===== src/rtl/icache_pkg.sv =====
// icache_pkg: shared types, constants and field-width helpers for the instruction cache.
package icache_pkg;
   typedef enum logic [1:0] {IDLE, FETCH, FILL} icache_state_t;
   localparam logic [31:0] NOP_INSTR = 32'h00000013;
   localparam int BLOCK_W = 128;
   function automatic int idx_w(int sets);
      return $clog2(sets);
   endfunction
   function automatic int off_w(int words);
      return $clog2(words);
   endfunction
   function automatic int tag_w(int sets, int words);
      return 30 - $clog2(words) - $clog2(sets);
   endfunction
endpackage


===== src/rtl/icache_array.sv =====
// icache_array: valid bits, tag and data storage with a combinational read port
// and one synchronous write port; valid bits also support a bulk clear.
module icache_array
   import icache_pkg::*;
#(
   parameter int NUM_SETS = 8,
   parameter int IW = 3,
   parameter int TW = 25
) (
   input  logic               clk_i,
   input  logic               rst_i,
   input  logic [IW-1:0]      rd_idx_i,
   output logic               rd_valid_o,
   output logic [TW-1:0]      rd_tag_o,
   output logic [BLOCK_W-1:0] rd_data_o,
   input  logic               clr_i,
   input  logic               we_i,
   input  logic [IW-1:0]      wr_idx_i,
   input  logic [TW-1:0]      wr_tag_i,
   input  logic [BLOCK_W-1:0] wr_data_i
);
   logic [NUM_SETS-1:0] valid_q;
   logic [TW-1:0]       tag_q  [NUM_SETS];
   logic [BLOCK_W-1:0]  data_q [NUM_SETS];
   always_ff @(posedge clk_i or posedge rst_i) begin
      if (rst_i) valid_q <= '0;
      else if (clr_i) valid_q <= '0;
      else if (we_i) valid_q[wr_idx_i] <= 1'b1;
   end
   always_ff @(posedge clk_i) begin
      if (we_i) begin
         tag_q[wr_idx_i]  <= wr_tag_i;
         data_q[wr_idx_i] <= wr_data_i;
      end
   end
   assign rd_valid_o = valid_q[rd_idx_i];
   assign rd_tag_o   = tag_q[rd_idx_i];
   assign rd_data_o  = data_q[rd_idx_i];
endmodule


===== src/rtl/instr_cache.sv =====
// instr_cache: direct-mapped read-only instruction cache; same-cycle hits,
// misses stall fetch while a 16-byte block is fetched and filled.
module instr_cache
   import icache_pkg::*;
#(
   parameter int NUM_SETS = 8,
   parameter int WORDS_PER_BLOCK = 4
) (
   input  logic               CLK,
   input  logic               RESET,
   input  logic [31:0]        ADDRESS,
   input  logic               READ,
   input  logic               FLUSH,
   output logic [31:0]        INSTRUCTION,
   output logic               BUSYWAIT,
   output logic [27:0]        MEM_ADDRESS,
   output logic               MEM_READ,
   input  logic [BLOCK_W-1:0] MEM_READDATA,
   input  logic               MEM_BUSYWAIT
);
   localparam int OW = off_w(WORDS_PER_BLOCK);
   localparam int IW = idx_w(NUM_SETS);
   localparam int TW = tag_w(NUM_SETS, WORDS_PER_BLOCK);
   icache_state_t state_q, state_d;
   logic [TW-1:0] req_tag_q, req_tag_d, tag, rd_tag;
   logic [IW-1:0] req_idx_q, req_idx_d, idx;
   logic [BLOCK_W-1:0] fill_q, fill_d, rd_data;
   logic [OW-1:0] off;
   logic pend_q, pend_d, rd_valid, hit, busy, clr, we, unused_addr;
   assign off = ADDRESS[2 +: OW];
   assign idx = ADDRESS[2+OW +: IW];
   assign tag = ADDRESS[31 -: TW];
   assign unused_addr = ^ADDRESS[1:0];
   icache_array #(.NUM_SETS(NUM_SETS), .IW(IW), .TW(TW)) u_array (
      .clk_i(CLK), .rst_i(RESET), .rd_idx_i(idx), .rd_valid_o(rd_valid),
      .rd_tag_o(rd_tag), .rd_data_o(rd_data), .clr_i(clr), .we_i(we),
      .wr_idx_i(req_idx_q), .wr_tag_i(req_tag_q), .wr_data_i(fill_q)
   );
   // A FLUSH arriving together with a request must win, so it forces a miss.
   assign hit = READ & ~FLUSH & rd_valid & (rd_tag == tag) & (state_q == IDLE);
   assign INSTRUCTION = hit ? rd_data[{off, 5'b0} +: 32] : NOP_INSTR;
   assign BUSYWAIT = busy & ~RESET;
   assign MEM_ADDRESS = {req_tag_q, req_idx_q};
   always_comb begin
      state_d = state_q;
      req_tag_d = req_tag_q;
      req_idx_d = req_idx_q;
      fill_d = fill_q;
      pend_d = pend_q | FLUSH;
      busy = 1'b0;
      MEM_READ = 1'b0;
      clr = 1'b0;
      we = 1'b0;
      case (state_q)
         IDLE: begin
            pend_d = 1'b0;
            clr = FLUSH | pend_q;
            if (READ & ~hit) begin
               busy = 1'b1;
               req_tag_d = tag;
               req_idx_d = idx;
               state_d = FETCH;
            end
         end
         FETCH: begin
            busy = 1'b1;
            MEM_READ = 1'b1;
            if (!MEM_BUSYWAIT) begin
               fill_d = MEM_READDATA;
               state_d = FILL;
            end
         end
         FILL: begin
            busy = 1'b1;
            we = 1'b1;
            state_d = IDLE;
         end
         default: state_d = IDLE;
      endcase
   end
   always_ff @(posedge CLK or posedge RESET) begin
      if (RESET) begin
         state_q <= IDLE;
         req_tag_q <= '0;
         req_idx_q <= '0;
         fill_q <= '0;
         pend_q <= 1'b0;
      end else begin
         state_q <= state_d;
         req_tag_q <= req_tag_d;
         req_idx_q <= req_idx_d;
         fill_q <= fill_d;
         pend_q <= pend_d;
      end
   end
endmodule

===== config.mk =====
export PLATFORM = sky130hd
export DESIGN_NAME = instr_cache
export DESIGN_NICKNAME = d
export VERILOG_FILES = /design/src/rtl/icache_pkg.sv /design/src/rtl/icache_array.sv /design/src/rtl/instr_cache.sv
export SDC_FILE = /design/constraint.sdc
export NUM_CORES = 1
export LEC_CHECK = 0
export CORE_UTILIZATION = 40
export DETAILED_ROUTE_END_ITERATION = 10
export PLACE_DENSITY = 0.67
export SLEW_MARGIN = 20
export SYNTH_ARGS = -nofsm -noshare
export SYNTH_HDL_FRONTEND = slang
export SYNTH_SLANG_ARGS = --single-unit

===== constraint.sdc =====
create_clock -name CLK -period 11 [get_ports CLK]
set_clock_uncertainty 0.15 [all_clocks]
set_input_delay 1.65 -clock CLK [delete_from_list [all_inputs] [get_ports CLK]]
set_output_delay 1.65 -clock CLK [all_outputs]
set_load 0.02 [all_outputs]

=== After elaboration in Yosys (flattened, before gate mapping) ===
Memories as Yosys holds them, arrays and structs flattened.
Index checks and enable logic that the tools add are counted.

* Register bits: 167
* Memory bits (writable): 1224
* Input bits: 165
* Output and inout bits: 62
* Logic and storage cells: 54
* Memories: 2

{| class="wikitable"
|+ Memory list
! name !! words !! width !! rd ports !! clocked after Yosys merged registers in !! write ports !! RTL line !! text
|-
| u_array.data_q || 8 || 128 || 1 || 0 || 1 || icache_array.sv:24 || <nowiki>logic [BLOCK_W-1:0] data_q [NUM_SETS];</nowiki>
|-
| u_array.tag_q || 8 || 25 || 1 || 0 || 1 || icache_array.sv:23 || <nowiki>logic [TW-1:0] tag_q [NUM_SETS];</nowiki>
|}

* $lt $le $gt $ge: 3
* Equal/unequal tests: 5
* Shifts and indexed selects: 1
* Muxes and demuxes: 18
* Bitwise operators: 12
* Reductions and logical operators: 7

{| class="wikitable"
|+ Operator list
! cell !! count
|-
| 128-bit by 8-bit variable part select with 32-bit output || 1
|-
| 32-bit 2-to-1 mux || 1
|-
| 25-bit equality test || 1
|-
| 8-bit 2-to-1 mux || 2
|-
| 1-bit 2-to-1 mux || 9
|-
| 3-bit by 4-bit less-than comparator with 1-bit output, second input constant || 2
|-
| 8-bit bitwise OR || 1
|-
| 1-bit AND || 6
|-
| 2-bit AND reduction || 3
|-
| 2-bit 2-to-1 mux || 2
|-
| 1-bit inverter || 4
|-
| 2-bit case mux with 2 select lines || 1
|-
| 1-bit binary-select mux with 3-bit select || 1
|-
| 1-bit demux with 3-bit select || 1
|-
| 3-bit by 1-bit greater-or-equal comparator with 1-bit output, second input constant || 1
|-
| 2-bit by 1-bit equality test with 1-bit output, second input constant || 1
|-
| 2-bit equality test, second input constant || 1
|-
| 2-bit zero test || 1
|-
| 2-bit by 1-bit inequality test with 1-bit output, second input constant || 1
|-
| 2-bit inequality test, second input constant || 1
|-
| 1-bit case mux with 2 select lines || 1
|-
| 2-bit nonzero test || 1
|-
| 2-bit OR reduction || 1
|-
| 1-bit logical AND || 1
|-
| 1-bit bitwise OR || 1
|}

=== Longest topological paths before layout ===
* Depth after elaboration: 10
* Gate-level depth with buffers: 14
* Depth with buffers taken out: 10

=== By module ===
Synthesis repeated with hierarchy kept, for this count alone.

* Cells, all modules: 2279
* Area, all modules: 53572.6 um^2

{| class="wikitable"
|+ Modules (own cells, without submodules)
! module !! times used !! cells an instance !! area an instance (um^2) !! sequential area each (um^2)
|-
| icache_array || 1 || 1814 || 46300.7 || 36955.4
|-
| instr_cache || 1 || 465 || 7272.0 || 3978.8
|}

=== Worst setup path before layout ===
Ideal clock, no wire load.

* Path type: register to register
* From: register state_q[0]
* To: memory u_array.data_q[1][0], enable pin
* Setup time: 0.855 ns
* Arrival time: 11.158 ns
* Required time: 9.995 ns
* Slack: -1.163 ns
* Stages on the path, launching flop included: 5
* Cell sequence: dfrtp_1 -> inv_1 -> ha_1 -> nand2_1 -> nor3_1

* Cells in the longest elaborated chain, start to end: 4

{| class="wikitable"
|+ RTL lines
! what !! RTL line !! text
|-
| from (decl) || instr_cache.sv:24 || <nowiki>icache_state_t state_q, state_d;</nowiki>
|-
| from (signal assigned) || instr_cache.sv:89 || <nowiki>state_q <= state_d;</nowiki>
|-
| 2-bit equality test || instr_cache.sv:54 || <nowiki>case (state_q)</nowiki>
|-
| 1-bit 2-to-1 mux || instr_cache.sv:54 ||
|-
| 1-bit 2-to-1 mux || icache_array.sv:31 || <nowiki>if (we_i) begin</nowiki>
|-
| 1-bit 2-to-1 mux (not written as such) || icache_array.sv:33 || <nowiki>data_q[wr_idx_i] <= wr_data_i;</nowiki>
|-
| to (decl) || icache_array.sv:24 ||
|}

Every way passes these cells.

=== Worst setup path after layout ===
* From: input ADDRESS[5]
* To: output INSTRUCTION[15]

* Cells in the longest elaborated chain, start to end: 6
* Elaborated cells on any way between the ends: 10
* Those cells by class: eq/ne (1); shift (1); mux (3); bitwise (3); memory (2)

{| class="wikitable"
|+ RTL lines
! what !! RTL line !! text
|-
| from (decl) || instr_cache.sv:11 || <nowiki>input logic [31:0] ADDRESS,</nowiki>
|-
| parallel branches: the longest is 5 deep, another holds memory read 8 x 128 bit || -- ||
|-
| 32-bit 2-to-1 mux (*) || instr_cache.sv:41 || <nowiki>assign INSTRUCTION = hit ? rd_data[{off, 5'b0} +: 32] : NOP_INSTR;</nowiki>
|-
| to (decl) || instr_cache.sv:14 || <nowiki>output logic [31:0] INSTRUCTION,</nowiki>
|}

Every way passes the cells marked *. The select of a mux whose other input is x is not followed.

==> impl_metrics.py <==
metrics = {
    "critical_path": {
        "critical_path.startpoint_type": "input port",
        "worst-path-max-fanout": 90,
        "critPathMaxStageDelay_ns": 0.92,
        "cpMostUsedCell": "mux4_2",
        "chain_of_cells_forming_the_critical_path": "buf_8, buf_4, buf_6, mux4_2, mux4_2, mux2i_1, nor2_1, clkdlybuf4s50_1",
        "critical-path-slowest-cell": "buf_4",
        "worst_setup_path_end_kind": "output port",
        "worstSetupPathType": "input port to output port",
        "setup.reg_to_reg.worst_slack_ns": 6.83,
        "cp_data_arrival_time_ns": 6.40,
        "worst_ep_required_time_ns": 9.20,
    },
    "grt": {
        "grt_remaining_overflow": 0,
        "grt_pass1_wl_um": 175500,
        "met2_track_utilization_from_global_routing_pct": 30.29,
        "grt_start_max_net_pins": 135,
        "global_routing_usage_on_met1_pct": 23.18,
        "grt_antenna_before_repair": 15,
        "first_global_vias": 26270,
        "global_route.usage.total_pct": 17.92,
        "globalRoute.busiestLayer": "met2",
        "global_route.usage.met3_pct": 3.731,
    },
    "outcome": {
        "run_status": "complete, no violations",
    },
    "floorplanning": {
        "std_cell_rows": 133,
        "die_area_um2": 134500,
        "fp.dieW_um": 366.8,
        "die_height_um": 366.8,
        "floorplan.io_pins": 227,
        "core_area_um2": 131800,
        "start_util_pct": 40.38,
    },
    "synth": {
        "synth.yosys.warnings": 0,
        "yosys_most_used_dff": "edfxtp_1",
        "avgSynthCellArea_um2": 23.03,
        "synth_enable_flop_cells": 1224,
        "yosys-top-cells-count": "edfxtp_1, mux4_2, dfrtp_1",
        "netlist.area_leader.share_pct": 69.06,
        "unique_cell_type_count_in_the_yosys_netlist": 53,
        "synthCells": 2311,
        "yosys.area.top_type": "edfxtp_1",
        "yosysSeqAreaShare_pct": 76.92,
        "post-synth-top-count-cell": "edfxtp_1",
        "synth.top_cells.by_area": "edfxtp_1, mux4_2, dfrtp_1, mux2_2, mux2i_1",
        "ys_async_sr_fraction_pct": 12.01,
        "postSynthRegisterBits": 1391,
        "mappedNetlistNets": 2481,
        "post_synthesis_cell_area_um2": 53220,
    },
    "cells_and_area": {
        "drive_gt1_share_pct": 28.93,
        "multi_input_comb_area_um2": 11870,
        "total_number_of_nets_in_the_final_design": 2771,
        "fill_cells": 10650,
        "area_delta_synth_final_pct": 17.59,
        "register_area_um2": 40930,
    },
    "sta": {
        "final_clock_period_utilization_by_the_worst_path_pct": 74.57,
        "fmax_ghz": 0.1219,
        "finalSetupViolCount": 0,
        "slew_headroom_pct": 22.76,
        "final.min_clock_period_ns": 8.203,
        "final-hold-violation-count": 0,
        "rsz_0062_raised_after_global_routing": "no",
        "tns_ns": 0,
        "final_max_slew_viol_count": 0,
        "timing.final.ws_setup_ns": 2.797,
        "timing_worst_slew_pin_value_ns": 1.159,
    },
    "cts": {
        "cts.clk_slew.worst_paths_ns": 0.06,
        "clock_path_buffers": 3,
        "post-cts-setup-buffers": 0,
        "cts_tree": "done",
        "insertion_delay_ns": 0.75,
        "postcts_resize_cnt": 0,
        "clock_tree.root_cell": "clkbuf_16",
        "numCtsBuffers": 144,
        "htree_levels": 4,
        "cts_hold_buffers": 0,
        "clock_sink_count": 1391,
    },
    "drt": {
        "detailroute.via_count": 24420,
        "drt_wl_total_um": 119300,
        "wl_per_cell_um": 26.63,
        "route.antenna.remaining_nets": 0,
        "dr.first_iter.drc_count": 2130,
        "detail_route.drc_violations": 0,
        "viasPerCell": 5.451,
        "dr.pass1.iters": 7,
    },
    "job": {
        "timing.max_cap.violations": 0,
    },
    "power_and_ir_drop": {
        "power_leakage_nw": 20.38,
        "peakVddDrop_v": 0.0001501,
        "power.density_cell_area_nw_per_um2": 229.5,
    },
    "placement": {
        "post-place-ws_ns": 2.605,
        "io_buffers": 224,
        "detailedPlacementHpwl_um": 62960,
        "gp_congestion": 0.7669,
    },
    "min_path": {
        "hold_path.class": "flop to flop",
    },
}
layer usage:
| metal | part of all wire, % | wire, um |
|---|---|---|
| met1 | 40 | 47720 |
| met2 | 51 | 60600 |
| met3 | 6.5 | 7793 |
| met4 | 2.6 | 3104 |
| met5 | 0.085 | 102 |
logic make-up (layout without fill, tap and decap cells):
| group | Yosys count | count (layout) | share of synthesized area [%] |
|---|---|---|---|
| flops | 1391 | 1391 | 76.92 |
| mux | 598 | 598 | 19.69 |
| compound gates | 67 | 67 | 0.9757 |
| fa+ha+maj | 5 | 5 | 0.1176 |
| xor+xnor | 10 | 10 | 0.1646 |
| buf+inv | 119 | 532 | 0.9334 |
| simple gates | 121 | 121 | 1.206 |
| other cells | 0 | 1 | 0 |
where the power goes:
group | internal, mW | switching [mW]
registers | 7.09 | 0.733
clock network | 2.94 | 2.00
logic | 0.768 | 0.827
total | 10.8 | 3.56
state kept, by name, summed over array words and instances (netlist names):
name and count:
u_array.data_q 1024, u_array.tag_q 200, fill_q 128, req_tag_q 25, u_array.valid_q 8, req_idx_q 3
state_q 2, pend_q 1
path summary, 6_finish.rpt:
path / startpoint / end / cells after the start
max: ADDRESS[5] / INSTRUCTION[15] / 8
max reg2reg: state_q[0]$_DFFE_PP0P_ / u_array.data_q[3][73]$_DFFE_PP_ / 6
max in group asynchronous: RESET / fill_q[54]$_DFFE_PP0P_ / 4
min in group asynchronous: RESET / fill_q[66]$_DFFE_PP0P_ / 2
min reg2reg: u_array.valid_q[6]$_DFFE_PP0P_ / u_array.valid_q[6]$_DFFE_PP0P_ / 1
min: u_array.valid_q[6]$_DFFE_PP0P_ / u_array.valid_q[6]$_DFFE_PP0P_ / 1
layout make-up:
class / instances / area share [%]
Clock inverter: 79 / 1.408
Clock buffer: 190 / 6.412
Antenna cell: 1 / 0.003999
Sequential cell: 1391 / 65.41
Timing Repair Buffer: 259 / 4.245
Tap cell: 1755 / 3.509
Inverter: 4 / 0.03599
Multi-Input combinational cell: 801 / 18.97
cell usage in the layout (no fill, tap or decap), drive strengths merged, types with 16 or more instances in the layout:
cell	n
mux4	340
clkinv	45
dfrtp	167
mux2i	96
o21a	16
edfxtp	1224
mux2	162
clkbuf	190
nor2	45
buf	40
clkdlybuf4s50	219
through the flow:
step	utilization (%)	total power [mW]	area (um^2)	hold WS [ns]	instances
2_1_floorplan	-	8.751	53230	0.3114	2311
3_5_place_dp	43.72	9.564	57620	0.3336	4208
4_1_cts	47.43	14.53	62510	0.3517	4477
3_3_place_gp	43.72	9.404	57620	0.3221	4208
6_report	47.48	14.36	62580	0.3477	4480
5_1_grt	47.48	14.93	62580	0.3739	4479
worst max-delay path, delay by kind of cell:
family	cells	cell delay, ns
buf+inv	4	2.76
mux	3	1.49
simple gates	1	0.13
Note: power is estimated with default switching activity, not from simulation.
